## src/rtl/median_core_5x5_pkg.sv

```systemverilog
// -----------------------------------------------------------------------------
// median_pkg
// Shared types, constants and helpers for the 5x5 median filter core.
//   pix_t       : one pixel sample
//   win_t       : the 25 samples of a 5x5 window, flattened row-major (r*5+c)
//   N_SAMPLES   : samples per window
//   LAT         : input-to-DPo latency in clocks (window + stage0 + 8 + out)
//   RANK_DEFAULT: rank from the top of the sorted window that is the median
//   popcount25  : population count of a 25-bit mask (0..25)
// -----------------------------------------------------------------------------
package median_pkg;

    localparam int PIX_W        = 8;
    localparam int N_SAMPLES    = 25;
    localparam int LAT          = 11;
    localparam int RANK_DEFAULT = 13;

    typedef logic [PIX_W-1:0] pix_t;
    typedef pix_t [N_SAMPLES-1:0] win_t;

    function automatic logic [4:0] popcount25(input logic [N_SAMPLES-1:0] v);
        logic [4:0] cnt;
        cnt = '0;
        for (int i = 0; i < N_SAMPLES; i++) begin
            cnt = cnt + 5'(v[i]);
        end
        return cnt;
    endfunction

endpackage

```

## src/rtl/median_core_5x5_if.sv

```systemverilog
// -----------------------------------------------------------------------------
// median_core_5x5_if
// Pixel stream bundle between the 5-line buffer stage, the median core and the
// display/stream sink.
//   DPi_sync   : {vsync, hsync, den}, aligned to line_in_*
//   line_in_0-4: one column sample per row, row 0 is the oldest line
//   DPo        : {vsync, hsync, den, median}
// Modports: master = stream source (bench / line buffer), slave = median core.
// -----------------------------------------------------------------------------
interface median_core_5x5_if #(
    parameter int DATA_WIDTH = 8
);
    logic [2:0]            DPi_sync;
    logic [DATA_WIDTH-1:0] line_in_0;
    logic [DATA_WIDTH-1:0] line_in_1;
    logic [DATA_WIDTH-1:0] line_in_2;
    logic [DATA_WIDTH-1:0] line_in_3;
    logic [DATA_WIDTH-1:0] line_in_4;
    logic [DATA_WIDTH+2:0] DPo;

    modport master (
        output DPi_sync, line_in_0, line_in_1, line_in_2, line_in_3, line_in_4,
        input  DPo
    );

    modport slave (
        input  DPi_sync, line_in_0, line_in_1, line_in_2, line_in_3, line_in_4,
        output DPo
    );
endinterface

```

## src/rtl/median_core_5x5_radix_stage.sv

```systemverilog
// -----------------------------------------------------------------------------
// median_radix_stage
// One MSB-first radix-select step on bit BIT of the 25 window samples.
//   clk, rst_n : clock, async active-low reset
//   smp_i/o    : the 25 samples (carried forward for the lower-bit stages)
//   msk_i/o    : candidates still in the running for the selected rank
//   rk_i/o     : rank still to find among the candidates (1-based, from top)
//   res_i/o    : result bits decided so far
// If at least rk candidates have a 1 at BIT, the answer has a 1 there and only
// those candidates survive; otherwise the answer has a 0, the 1-candidates
// are dropped and the rank shifts down by their count.
// -----------------------------------------------------------------------------
module median_radix_stage
    import median_pkg::*;
#(
    parameter int DATA_WIDTH = 8,
    parameter int BIT        = DATA_WIDTH - 1
) (
    input  logic                                 clk,
    input  logic                                 rst_n,
    input  logic [N_SAMPLES-1:0][DATA_WIDTH-1:0] smp_i,
    input  logic [N_SAMPLES-1:0]                 msk_i,
    input  logic [4:0]                           rk_i,
    input  logic [DATA_WIDTH-1:0]                res_i,
    output logic [N_SAMPLES-1:0][DATA_WIDTH-1:0] smp_o,
    output logic [N_SAMPLES-1:0]                 msk_o,
    output logic [4:0]                           rk_o,
    output logic [DATA_WIDTH-1:0]                res_o
);
    localparam logic [DATA_WIDTH-1:0] BIT_MASK = DATA_WIDTH'(1) << BIT;

    logic [N_SAMPLES-1:0]                 bits;
    logic [4:0]                           cnt;
    logic                                 take;
    logic [N_SAMPLES-1:0]                 msk_d, msk_q;
    logic [4:0]                           rk_d, rk_q;
    logic [DATA_WIDTH-1:0]                res_d, res_q;
    logic [N_SAMPLES-1:0][DATA_WIDTH-1:0] smp_q;

    always_comb begin
        bits = '0;
        for (int j = 0; j < N_SAMPLES; j++) begin
            bits[j] = smp_i[j][BIT];
        end
        cnt   = popcount25(msk_i & bits);
        take  = (cnt >= rk_i);
        msk_d = take ? (msk_i & bits) : (msk_i & ~bits);
        // cnt < rk_i on this branch, so the subtraction cannot wrap
        rk_d  = take ? rk_i : (rk_i - cnt);
        res_d = take ? (res_i | BIT_MASK) : res_i;
    end

    always_ff @(posedge clk or negedge rst_n) begin
        if (!rst_n) begin
            smp_q <= '0;
            msk_q <= '0;
            rk_q  <= '0;
            res_q <= '0;
        end else begin
            smp_q <= smp_i;
            msk_q <= msk_d;
            rk_q  <= rk_d;
            res_q <= res_d;
        end
    end

    // Either the all-zero reset bubble, or a live rank within the candidates.
    always @(posedge clk) begin
        if (rst_n) begin
            assert ((rk_i == 5'd0 && msk_i == '0) ||
                    (rk_i != 5'd0 && rk_i <= popcount25(msk_i)));
        end
    end

    assign smp_o = smp_q;
    assign msk_o = msk_q;
    assign rk_o  = rk_q;
    assign res_o = res_q;
endmodule

```

## src/rtl/median_core_5x5.sv

```systemverilog
// -----------------------------------------------------------------------------
// median_core_5x5
// 5x5 median filter: builds a sliding window from five aligned line taps and
// selects the RANK-th largest of the 25 samples with a bit-serial radix-select
// pipeline; sync bits are delayed to match so DPo drives the sink directly.
//   ref_clk : pixel clock
//   rst_n   : async active-low reset
//   dp      : slave side of median_core_5x5_if (DPi_sync, line_in_0..4, DPo)
// Latency DPi -> DPo is DATA_WIDTH+3 clocks (11 at 8 bits). The median emitted
// with the i-th den pixel of a line is centred on input column i-2.
// Build option MEDIAN_EDGE_REPLICATE_EN: a den rising edge loads every window
// column with the incoming column instead of shifting, so a line starts with a
// replicated edge rather than the previous line's tail.
// -----------------------------------------------------------------------------
module median_core_5x5
    import median_pkg::*;
#(
    parameter int DATA_WIDTH = 8,
    parameter int WIN        = 5,
    parameter int RANK       = RANK_DEFAULT
) (
    input  logic              ref_clk,
    input  logic              rst_n,
    median_core_5x5_if.slave  dp
);
    localparam int SYNC_DEPTH = DATA_WIDTH + 3;

    if (WIN != 5) begin : g_bad_win
        $error("median_core_5x5: WIN must be 5");
    end
    if (RANK < 1 || RANK > N_SAMPLES) begin : g_bad_rank
        $error("median_core_5x5: RANK out of range 1..25");
    end

    logic                                 den;
    logic [4:0][DATA_WIDTH-1:0]           col_in;
    logic [4:0][4:0][DATA_WIDTH-1:0]      win_d, win_q;   // [row][col], col 4 newest

    assign den    = dp.DPi_sync[0];
    assign col_in = {dp.line_in_4, dp.line_in_3, dp.line_in_2, dp.line_in_1, dp.line_in_0};

`ifdef MEDIAN_EDGE_REPLICATE_EN
    logic den_prev_q;

    always_ff @(posedge ref_clk or negedge rst_n) begin
        if (!rst_n) den_prev_q <= 1'b0;
        else        den_prev_q <= den;
    end

    always_comb begin
        win_d = win_q;
        if (den && !den_prev_q) begin
            for (int r = 0; r < 5; r++)
                for (int c = 0; c < 5; c++)
                    win_d[r][c] = col_in[r];
        end else if (den) begin
            for (int r = 0; r < 5; r++) begin
                for (int c = 0; c < 4; c++) win_d[r][c] = win_q[r][c+1];
                win_d[r][4] = col_in[r];
            end
        end
    end
`else
    always_comb begin
        win_d = win_q;
        if (den) begin
            for (int r = 0; r < 5; r++) begin
                for (int c = 0; c < 4; c++) win_d[r][c] = win_q[r][c+1];
                win_d[r][4] = col_in[r];
            end
        end
    end
`endif

    always_ff @(posedge ref_clk or negedge rst_n) begin
        if (!rst_n) win_q <= '0;
        else        win_q <= win_d;
    end

    // Stage 0 samples the window every cycle so the pipeline keeps flowing
    // even while den is low (output stays deterministic).
    logic [N_SAMPLES-1:0][DATA_WIDTH-1:0] s0_smp_q;
    logic [N_SAMPLES-1:0]                 s0_msk_q;
    logic [4:0]                           s0_rk_q;

    always_ff @(posedge ref_clk or negedge rst_n) begin
        if (!rst_n) begin
            s0_smp_q <= '0;
            s0_msk_q <= '0;
            s0_rk_q  <= '0;
        end else begin
            for (int r = 0; r < 5; r++)
                for (int c = 0; c < 5; c++)
                    s0_smp_q[r*5+c] <= win_q[r][c];
            s0_msk_q <= '1;
            s0_rk_q  <= 5'(RANK);
        end
    end

    logic [N_SAMPLES-1:0][DATA_WIDTH-1:0] smp [DATA_WIDTH+1];
    logic [N_SAMPLES-1:0]                 msk [DATA_WIDTH+1];
    logic [4:0]                           rk  [DATA_WIDTH+1];
    logic [DATA_WIDTH-1:0]                res [DATA_WIDTH+1];

    assign smp[0] = s0_smp_q;
    assign msk[0] = s0_msk_q;
    assign rk[0]  = s0_rk_q;
    assign res[0] = '0;

    for (genvar i = 0; i < DATA_WIDTH; i++) begin : g_stage
        median_radix_stage #(
            .DATA_WIDTH (DATA_WIDTH),
            .BIT        (DATA_WIDTH - 1 - i)
        ) u_stage (
            .clk   (ref_clk),
            .rst_n (rst_n),
            .smp_i (smp[i]),
            .msk_i (msk[i]),
            .rk_i  (rk[i]),
            .res_i (res[i]),
            .smp_o (smp[i+1]),
            .msk_o (msk[i+1]),
            .rk_o  (rk[i+1]),
            .res_o (res[i+1])
        );
    end

    // The last stage's carried samples/mask/rank have no consumer.
    logic unused_tail;
    assign unused_tail = ^{smp[DATA_WIDTH], msk[DATA_WIDTH], rk[DATA_WIDTH]};

    // Sync delay: SYNC_DEPTH-1 taps here plus the output register.
    logic [SYNC_DEPTH-2:0][2:0] sync_q;
    logic [DATA_WIDTH+2:0]      dpo_q;

    always_ff @(posedge ref_clk or negedge rst_n) begin
        if (!rst_n) begin
            sync_q <= '0;
            dpo_q  <= '0;
        end else begin
            sync_q <= {sync_q[SYNC_DEPTH-3:0], dp.DPi_sync};
            dpo_q  <= {sync_q[SYNC_DEPTH-2], res[DATA_WIDTH]};
        end
    end

    assign dp.DPo = dpo_q;
endmodule

```

## src/flat_wrapper.sv

```systemverilog
// flat-port wrapper written by rule: the top's interface ports become plain ports
module median_core_5x5_flat import median_pkg::*;
#(
    parameter int DATA_WIDTH = 8,
    parameter int WIN        = 5,
    parameter int RANK       = RANK_DEFAULT
)
  (ref_clk, rst_n, dp_DPi_sync, dp_line_in_0, dp_line_in_1, dp_line_in_2, dp_line_in_3, dp_line_in_4, dp_DPo);
  median_core_5x5_if #(.DATA_WIDTH(DATA_WIDTH)) dp_i ();
  input  logic ref_clk;
  input  logic rst_n;
  input wire logic [$bits(dp_i.DPi_sync)-1:0] dp_DPi_sync;
  input wire logic [$bits(dp_i.line_in_0)-1:0] dp_line_in_0;
  input wire logic [$bits(dp_i.line_in_1)-1:0] dp_line_in_1;
  input wire logic [$bits(dp_i.line_in_2)-1:0] dp_line_in_2;
  input wire logic [$bits(dp_i.line_in_3)-1:0] dp_line_in_3;
  input wire logic [$bits(dp_i.line_in_4)-1:0] dp_line_in_4;
  output wire logic [$bits(dp_i.DPo)-1:0] dp_DPo;
  assign dp_i.DPi_sync = dp_DPi_sync;
  assign dp_i.line_in_0 = dp_line_in_0;
  assign dp_i.line_in_1 = dp_line_in_1;
  assign dp_i.line_in_2 = dp_line_in_2;
  assign dp_i.line_in_3 = dp_line_in_3;
  assign dp_i.line_in_4 = dp_line_in_4;
  assign dp_DPo = dp_i.DPo;
  median_core_5x5 #(.DATA_WIDTH(DATA_WIDTH), .WIN(WIN), .RANK(RANK)) u_core (.ref_clk(ref_clk), .rst_n(rst_n), .dp(dp_i));
endmodule
```

## config.mk

```make
export PLATFORM = sky130hd
export DESIGN_NAME = median_core_5x5_flat
export DESIGN_NICKNAME = d
export VERILOG_FILES = /design/src/rtl/median_core_5x5_pkg.sv /design/src/rtl/median_core_5x5_if.sv /design/src/rtl/median_core_5x5_radix_stage.sv /design/src/rtl/median_core_5x5.sv /design/src/flat_wrapper.sv
export SDC_FILE = /design/constraint.sdc
export NUM_CORES = 1
export LEC_CHECK = 0
export BUFFER_PORTS_ARGS = -buffer_cell sky130_fd_sc_hd__buf_4
export CAP_MARGIN = 15
export CORE_UTILIZATION = 30
export DETAILED_ROUTE_END_ITERATION = 7
export PLACE_DENSITY = 0.4
export SYNTH_ARGS = -nofsm -noshare
export SYNTH_HDL_FRONTEND = slang
export SYNTH_SLANG_ARGS = --single-unit
```

## constraint.sdc

```tcl
create_clock -name ref_clk -period 12.37 [get_ports ref_clk]
set_clock_uncertainty 0.1 [all_clocks]
set_input_delay 1.8555 -clock ref_clk [delete_from_list [all_inputs] [get_ports ref_clk]]
set_output_delay 1.8555 -clock ref_clk [all_outputs]
set_load 0.01 [all_outputs]
```

======== Word level (Yosys, flattened, before mapping) ========
Index checks and enable logic that the tools add are counted.
storage, ports and cells
  bits in registers ....................... 1,417
  input bits .............................. 45
  logic and storage cells ................. 511
cells by class
  $add $sub $neg .......................... 199
  order comparisons ....................... 8
  muxes and demuxes ....................... 22
  bitwise operators ....................... 22
operators with widths
  kind                                        count
  adder 5 x 1 -> 5 bit                        160
  AND 25 bit                                  15
  2-to-1 mux 25 bit                           7
  NOT 25 bit                                  7
  adder 4 x 1 -> 5 bit                        8
  2-to-1 mux 5 bit                            8
  greater-or-equal comparator 5 bit           7
  adder 3 x 1 -> 4 bit                        8
  subtractor 5 bit                            6
  adder 2 x 1 -> 3 bit                        8
  adder 1 x 1 -> 2 bit                        8
  2-to-1 mux 8 bit                            1
  2-to-1 mux 7 bit                            1
  2-to-1 mux 6 bit                            1
  greater-or-equal comparator 5 x 4 -> 1 bit  1
  subtractor 4 x 5 -> 5 bit                   1
  2-to-1 mux 4 bit                            1
  2-to-1 mux 3 bit                            1
  2-to-1 mux 2 bit                            1
  2-to-1 mux 1 bit                            1

======== Longest topological paths before layout ========
Gate-level depths: netlist (run 1).
  word-level depth ........................ 27
  mapped depth ............................ 23
  mapped depth without buffers ............ 20

======== Modules after synthesis ========
A second synthesis (run 1) with hierarchy kept.
second synthesis, totals
  cell total of the unflattened synthesis .. 3,844
  area total of the unflattened synthesis .. 72,789.8 um2
by module, submodules not included
  module                                               times used  cells an instance  area an instance (um2)
  median_radix_stage at u_core.g_stage[0].u_stage ...  5           398                7,402.1
  median_radix_stage at u_core.g_stage[5].u_stage ...  2           396                7,404.6
  median_core_5x5                                      1           666                13,618.1
  median_radix_stage at u_core.g_stage[7].u_stage      1           396                7,352.1

======== Least setup slack after synthesis (run 1) ========
OpenSTA, ideal clock, no wires.
  path type ............................... register to register
  start point ............................. reg u_core.s0_msk_q[0] (netlist name)
  end point ............................... reg u_core.g_stage[0].u_stage.msk_q[10]
  library setup time ...................... 125 ps
  data arrival time ....................... 5,964 ps
  slack ................................... 6,181 ps
  cell stages (with the launch flop) ...... 19
  buffers on the path ..................... 3
  cell sequence ........................... dfrtp_1 clkbuf_1 buf_2 nand2_1 fa_1 inv_1 fa_1 fa_1 fa_1 fa_1 fa_1 fa_1 xnor2_1 ha_1 and4b_1 a211oi_2 o21a_2 buf_6 mux2_2
on the way
  word-level cells in the longest chain between the ends .. 27
  elaborated cells on any way between the ends .. 28
  those cells by class .................... 24 x add/sub; 1 x order compare; 1 x mux; 2 x bitwise
RTL lines
  what                                        RTL line                                                              RTL
  AND 25 bit                                  median_core_5x5_radix_stage.sv:45, median_core_5x5_radix_stage.sv:47
  adder 1 x 1 -> 2 bit                        median_core_5x5_pkg.sv:25                                             cnt = cnt + 5'(v[i]);
  adder 2 x 1 -> 3 bit                        median_core_5x5_pkg.sv:25
  adder 3 x 1 -> 4 bit                        median_core_5x5_pkg.sv:25
  adder 4 x 1 -> 5 bit                        median_core_5x5_pkg.sv:25
  adder 5 x 1 -> 5 bit (20 in a row)          median_core_5x5_pkg.sv:25
  greater-or-equal comparator 5 x 4 -> 1 bit  median_core_5x5_radix_stage.sv:46                                     take = (cnt >= rk_i);
  2-to-1 mux 25 bit (*)                       median_core_5x5_radix_stage.sv:47                                     msk_d = take ? (msk_i & bits) : (msk_i & ~bits);
  net u_core.g_stage[0].u_stage.msk_d[10]     median_core_5x5_radix_stage.sv:35                                     logic [N_SAMPLES-1:0] msk_d, msk_q;
  end signal, assigned                        median_core_5x5_radix_stage.sv:61                                     msk_q <= msk_d;
  end, declared                               median_core_5x5_radix_stage.sv:35
Mark *: on every way through the listed nets, which the timed path passes. The rest lies on a longest branch.
A chain may end at the register's enable or synchronous reset.

======== Final worst setup path (run 1) ========
  start point ............................. reg u_core.s0_msk_q[0] (netlist name)
  end point ............................... reg u_core.g_stage[0].u_stage.msk_q[6]
on the way
  word-level cells in the longest chain between the ends .. 27
  elaborated cells on any way between the ends .. 28
  those cells by class .................... 24 x add/sub; 1 x order compare; 1 x mux; 2 x bitwise
RTL lines
  what                                        RTL line
  AND 25 bit                                  median_core_5x5_radix_stage.sv:45, median_core_5x5_radix_stage.sv:47
  adder 1 x 1 -> 2 bit                        median_core_5x5_pkg.sv:25
  adder 2 x 1 -> 3 bit                        median_core_5x5_pkg.sv:25
  adder 3 x 1 -> 4 bit                        median_core_5x5_pkg.sv:25
  adder 4 x 1 -> 5 bit                        median_core_5x5_pkg.sv:25
  adder 5 x 1 -> 5 bit (20 in a row)          median_core_5x5_pkg.sv:25
  greater-or-equal comparator 5 x 4 -> 1 bit  median_core_5x5_radix_stage.sv:46
  2-to-1 mux 25 bit (*)                       median_core_5x5_radix_stage.sv:47
  net u_core.g_stage[0].u_stage.msk_d[6]      median_core_5x5_radix_stage.sv:35
Marks and branches as above.

==> flow_metrics.env, run 1 <==
export IMPL_slew_viol_final=0
export IMPL_tightest_slew_ns=1.15
export IMPL_startpoint="u_core.s0_msk_q[0]"
export IMPL_drv_cap=0
export IMPL_async_flop_share=1.00
export IMPL_ir_drop_uv=349
export IMPL_drtIter0Drc=944
export IMPL_synth_area_um2=47500
export IMPL_arrival_ns=7.78
export IMPL_setup_violations=0
export IMPL_ys_flop_type="dfrtp_1"
export IMPL_placed_cell_area_um2=50500
export IMPL_leakage_nw=25.8
export IMPL_wl_met3_mm=2.73
export IMPL_synth_nets=3095
export IMPL_seq_area_frac_synth=0.731
export IMPL_rsz0062_at_grt="false"
export IMPL_grt_ovfl_total=0
export IMPL_row_count=145
export IMPL_hold_path_class="reg2reg"
export IMPL_ant_nets=0
export IMPL_cts_clk_slew_worst_paths_ns=0.06
export IMPL_io_buffers=55
export IMPL_firstDrtPassIters=6
export IMPL_vias_per_cell=4.01
export IMPL_ff2ff_path_depth=15
export IMPL_area_growth_syn_to_layout_pct=17.7
export IMPL_avgSynthCellArea_um2=16.8
export IMPL_htree_levels=4
export IMPL_filler_cell_count=14700
export IMPL_vias=20700
export IMPL_final_nets=3274
export IMPL_dp_hpwl_mm=55.2
export IMPL_relSlewSlack=0.234
export IMPL_startpoint_type="flip-flop"
export IMPL_yosys_area_top_type_share=0.731
export IMPL_min_from="u_core.g_stage[2].u_stage.smp_o[24]"
export IMPL_synth_area_leaders="dfrtp_1 (73%), mux2_2 (7.8%), fa_1 (6.3%)"
export IMPL_design_area_um2=55900
export IMPL_end_kind="flip-flop"
export IMPL_synth_top_area_cell="dfrtp_1"
export IMPL_core_area_um2=157000
export IMPL_grt_usage=0.112
export IMPL_rr_startpoint="u_core.s0_msk_q[0]"
export IMPL_cts_sinks=1388
export IMPL_critical_path_max_stage_delay_ns=1.02
export IMPL_n_antenna_cell=0
export IMPL_cp_cell_sequence="nand2_1 -> fa_1 -> inv_1 -> fa_1 -> fa_1 -> fa_1 -> fa_1 -> fa_1 -> fa_1 -> xnor2_1 -> ha_1 -> and4b_1 -> a211oi_2 -> o21a_2 -> mux2_2"
export IMPL_antenna_found_initial=0
export IMPL_register_area_um2=34700
export IMPL_tns_ns=0
export IMPL_numCtsBuffers=154
export IMPL_crit_top_cell="fa_1"
export IMPL_fmax_mhz=138
export IMPL_wl_mm=84.0
export IMPL_synth_seq_cells=1388
export IMPL_root_buffer="clkbuf_16"
export IMPL_syn_inst=2821
export IMPL_synth_edf_count=0
export IMPL_drc_errors=0
export IMPL_met1_length_mm=38.0
export IMPL_start_util=0.303
export IMPL_io_pins=56
export IMPL_grt_pass1_wl_mm=139
export IMPL_outcome="completed"
export IMPL_worstSetupPathType="reg2reg"
export IMPL_critical_path_max_fanout=38
export IMPL_grt_max_degree=181
export IMPL_cts_tree="done"
export IMPL_drive_above_1_share=0.219
export IMPL_postCtsSetupRepairBufs=0
export IMPL_multi_input_area_um2=11800
export IMPL_dr_max_layer_used="met4"
export IMPL_gp_congestion=0.759
export IMPL_met2WireLength_mm=41.2
export IMPL_ys_warn_count=0
export IMPL_fin_crit_ns=7.23
export IMPL_yosysUniqueCellTypes=48
export IMPL_die_area_um2=160000
export IMPL_die_y_um=400
export IMPL_cts_buffer_depth=3
export IMPL_clock_latency_ns=0.76
export IMPL_grt_pass1_vias=24100
export IMPL_cts_resized=0
export IMPL_cts_hold_buffers=0
export IMPL_slowest_stage="dfrtp_1"
export IMPL_fin_crit_sh=0.584
export IMPL_hold_depth=0
export IMPL_avgRoutedWirePerCell_um=16.2
export IMPL_cp_data_required_time_ns=12.92
export IMPL_fp_dieW_um=400
export IMPL_hold_violations=0
export IMPL_pwr_density_cell_nw_per_um2=275
-- critical path, delay by kind of cell (launching register included) --
family,cells,cell delay (ns)
xor gates and xnor gates,1,0.20
and+or+nand+nor,2,0.47
AOI/OAI and AO/OA,2,1.01
buffers and inverters,1,0.05
muxes,1,0.42
adders and majority gates,8,3.78
DFF,1,1.02
-- cell type report --
| type | count | area share |
|---|---|---|
| clock inverters | 68 | 0.0167 |
| flip-flops and latches | 1388 | 0.621 |
| repair buffers | 70 | 0.0118 |
| multi-input cells | 1195 | 0.212 |
| inverters | 191 | 0.0129 |
| well taps | 2058 | 0.0461 |
| clock buffers | 209 | 0.0796 |
-- flip-flops by register name (all words and copies together) (netlist names) --
| signal | flops |
|---|---|
| u_core.sync_q | 30 |
| u_core.g_stage.u_stage.rk_o | 35 |
| u_core.s0_smp_q | 200 |
| u_core.g_stage.u_stage.smp_o | 700 |
| u_core.dp.DPo | 11 |
| u_core.g_stage.u_stage.res_o | 36 |
| u_core.s0_msk_q | 1 |
| u_core.g_stage.u_stage.msk_o | 175 |
| u_core.win_q | 200 |
-- path summary, 6_finish.rpt --
kind                                                        endpoint  slack [ns]
worst max register to register    u_core.g_stage[0].u_stage.msk_o[6]        5.14
worst min register to register   u_core.g_stage[3].u_stage.smp_o[24]        0.22
worst max-delay path              u_core.g_stage[0].u_stage.msk_o[6]        5.14
max in group asynchronous                       u_core.s0_smp_q[109]        8.82
worst min-delay path             u_core.g_stage[3].u_stage.smp_o[24]        0.22
min in group asynchronous       u_core.g_stage[2].u_stage.smp_o[192]        0.99
-- placed cells by master, fill, tap and decap left out, types with 14 or more instances in the layout --
cell and n:
nand2_1 83, clkbuf_8 37, nand2b_1 65, bufinv_16 14, ha_1 79, buf_4 60, clkinv_2 30, dfrtp_1 1388
clkbuf_16 155, and2_1 127, inv_1 188, a21oi_1 31, nor2b_1 103, nor2_1 39, clkbuf_1 17, fa_1 150
mux2_2 331, mux2i_1 70, a21o_1 22, xor2_1 21
-- synthesized netlist by cell type, drive strengths merged (7+ instances only) --
master,n
fa,150
mux2,331
a21oi,36
nor2b,103
nand2b,65
nand2,83
xor2,21
or2,8
nand3,7
o22ai,7
nor2,39
ha,79
mux2i,70
inv,190
dfrtp,1388
and2,127
xnor2,9
a21o,22
buf,42
o21ai,7
-- logic make-up after synthesis --
group	count (synthesis)	synth area share
AOI/OAI and AO/OA	98	0.0140
xor gates and xnor gates	30	0.00553
DFF	1388	0.731
other	1	0.0000789
buffers and inverters	238	0.0210
adders and majority gates	229	0.0840
and+or+nand+nor	436	0.0510
muxes	401	0.0932
-- layer usage --
layer,vias to the layer above,global-route usage
li1,9434,-
met1,10900,0.147
met2,245,0.180
met3,157,0.0266
met4,0,0.0386
met5,-,0
-- power by group --
group / total [W] / switching, W / internal (W)
logic: 0.00470 / 0.00248 / 0.00222
clock network: 0.00469 / 0.00186 / 0.00284
registers: 0.00600 / 0.000428 / 0.00557
-- stage by stage --
step / worst slack [ns] / std cells / hold WS [ns] / power [W] / util
final: 5.14 / 5179 / 0.217 / 0.0154 / 0.357
after global routing: 4.81 / 5179 / 0.226 / 0.0165 / 0.357
after CTS: 5.11 / 5178 / 0.217 / 0.0157 / 0.356
after detailed placement: 5.14 / 4901 / 0.235 / 0.0109 / 0.322
after global placement: 5.41 / 4900 / 0.231 / 0.0106 / 0.322
after floorplan: 6.18 / 2821 / 0.231 / 0.00958 / -
Note: power is estimated with default switching activity, not from simulation.
==> run 2: changes to the inputs <==
Clock period 12.37 ns to 7.5 ns, I/O delays scaled along.
==> run 2 against run 1 <==
- combinational power rose by 65%
- worst setup slack worse by 4.5 ns
- non-clock buffer count up 12
- count of clock-buffer cells in the layout rose by 9
- critical endpoint is now u_core.g_stage[0].u_stage.msk_o[13]
- largest power group unchanged
==> flow_metrics.env, run 2 (synthesis results as in run 1) <==
export IMPL_avgRoutedWirePerCell_um=16.2
export IMPL_io_pins=56
export IMPL_clock_latency_ns=0.79
export IMPL_vias=20800
export IMPL_cts_clk_slew_worst_paths_ns=0.06
export IMPL_hold_path_class="in2async"
export IMPL_tns_ns=0
export IMPL_tightest_slew_ns=1.03
export IMPL_fin_crit_ns=6.90
export IMPL_arrival_ns=7.49
export IMPL_wl_mm=84.0
export IMPL_n_antenna_cell=0
export IMPL_firstDrtPassIters=4
export IMPL_setup_slack_ns=0.602
export IMPL_cts_buffer_depth=3
export IMPL_antenna_found_initial=1
export IMPL_startpoint_type="flip-flop"
export IMPL_die_y_um=400
export IMPL_critical_path_max_fanout=28
export IMPL_area_growth_syn_to_layout_pct=17.6
export IMPL_cts_resized=0
export IMPL_drtIter0Drc=741
export IMPL_fp_dieW_um=400
export IMPL_largest_reg_flops=700
export IMPL_root_buffer="clkbuf_16"
export IMPL_postCtsSetupRepairBufs=0
export IMPL_cts_hold_buffers=0
export IMPL_fmax_mhz=145
export IMPL_end_kind="flip-flop"
export IMPL_placed_cell_area_um2=50600
export IMPL_worstSetupPathType="reg2reg"
export IMPL_grt_pass1_vias=24100
export IMPL_htree_levels=4
export IMPL_cts_tree="done"
export IMPL_ir_drop_uv=581
export IMPL_grt_max_degree=190
export IMPL_rsz0062_at_grt="false"
export IMPL_relSlewSlack=0.315
export IMPL_outcome="completed"
export IMPL_io_buffers=55
export IMPL_slew_viol_final=0
export IMPL_design_area_um2=55900
export IMPL_final_nets=3285
export IMPL_gp_congestion=0.757
export IMPL_start_util=0.303
export IMPL_dp_slack_ns=0.610
export IMPL_core_area_um2=157000
export IMPL_ant_nets=0
export IMPL_fin_hold_ws_ns=0.195
export IMPL_drive_above_1_share=0.218
export IMPL_dp_hpwl_mm=56.4
export IMPL_final_common_cell="dfrtp_1"
export IMPL_grt_usage=0.112
export IMPL_fin_crit_sh=0.920
export IMPL_grt_pass1_wl_mm=139
export IMPL_hold_violations=0
export IMPL_row_count=145
export IMPL_drv_cap=0
export IMPL_numCtsBuffers=153
export IMPL_cts_sinks=1388
export IMPL_fin_total_pwr_w=0.0253
export IMPL_drc_errors=0
export IMPL_pwr_density_cell_nw_per_um2=453
export IMPL_final_cell_mix="dfrtp_1 (1388), mux2_2 (331), inv_1 (188)"
export IMPL_grt_ovfl_total=0
export IMPL_vias_per_cell=4.02
export IMPL_setup_violations=0
export IMPL_die_area_um2=160000
export IMPL_leakage_nw=25.8
export IMPL_cp_data_required_time_ns=8.09
[run 2: through the flow]
step,std cells,util
global placement,4914,0.323
finish,5191,0.356
floorplan,2821,-
CTS,5191,0.356
global route,5191,0.356
detailed placement,4914,0.323
[run 2: routing by layer]
layer  share of wire  GRT usage  up-vias
met5               0          0        -
met4           0.029     0.0442        0
met3           0.035     0.0252      165
met2            0.49      0.181      264
met1            0.44      0.146    10900
li1                -          -     9489
[run 2: power by group]
| part | switching [W] | internal (W) |
|---|---|---|
| sequential | 0.000705 | 0.00919 |
| clock | 0.00307 | 0.00458 |
| combinational | 0.00408 | 0.00369 |
[run 2: worst max-delay path, cell delays in order (launching register included)]
cell and delay [ns]:
dfrtp_1 0.81, nand2_1 0.24, fa_1 0.58, inv_1 0.05, fa_1 0.46, fa_1 0.50, fa_1 0.57, fa_1 0.43
fa_1 0.43, fa_1 0.48, xnor2_1 0.15, ha_1 0.34, and4b_1 0.21, a211oi_2 0.31, o21a_2 0.63, buf_4 0.29
mux2i_1 0.23
[run 2: final timing paths]
path | from | endpoint | slack (ns) | cells after the start
worst max-delay path | u_core.s0_msk_q[0] | u_core.g_stage[0].u_stage.msk_o[13] | 0.60 | 16
worst min-delay path | rst_n | u_core.g_stage[4].u_stage.smp_o[128] | 0.20 | 1
max in group asynchronous | rst_n | u_core.s0_msk_q[0] | 5.30 | 3
worst max register to register | u_core.s0_msk_q[0] | u_core.g_stage[0].u_stage.msk_o[13] | 0.60 | 16
min in group ref_clk | u_core.s0_smp_q[155] | u_core.g_stage[0].u_stage.smp_o[155] | 0.22 | 0
worst min register to register | u_core.s0_smp_q[155] | u_core.g_stage[0].u_stage.smp_o[155] | 0.22 | 0
[run 2: layout make-up]
type	instances	area (um^2)
Timing Repair Buffer	82	718
Clock inverter	59	838
Multi-Input combinational cell	1195	11800
Sequential cell	1388	34700
Clock buffer	218	4440
Inverter	191	719
Fill cell	14800	101000
Tap cell	2058	2570
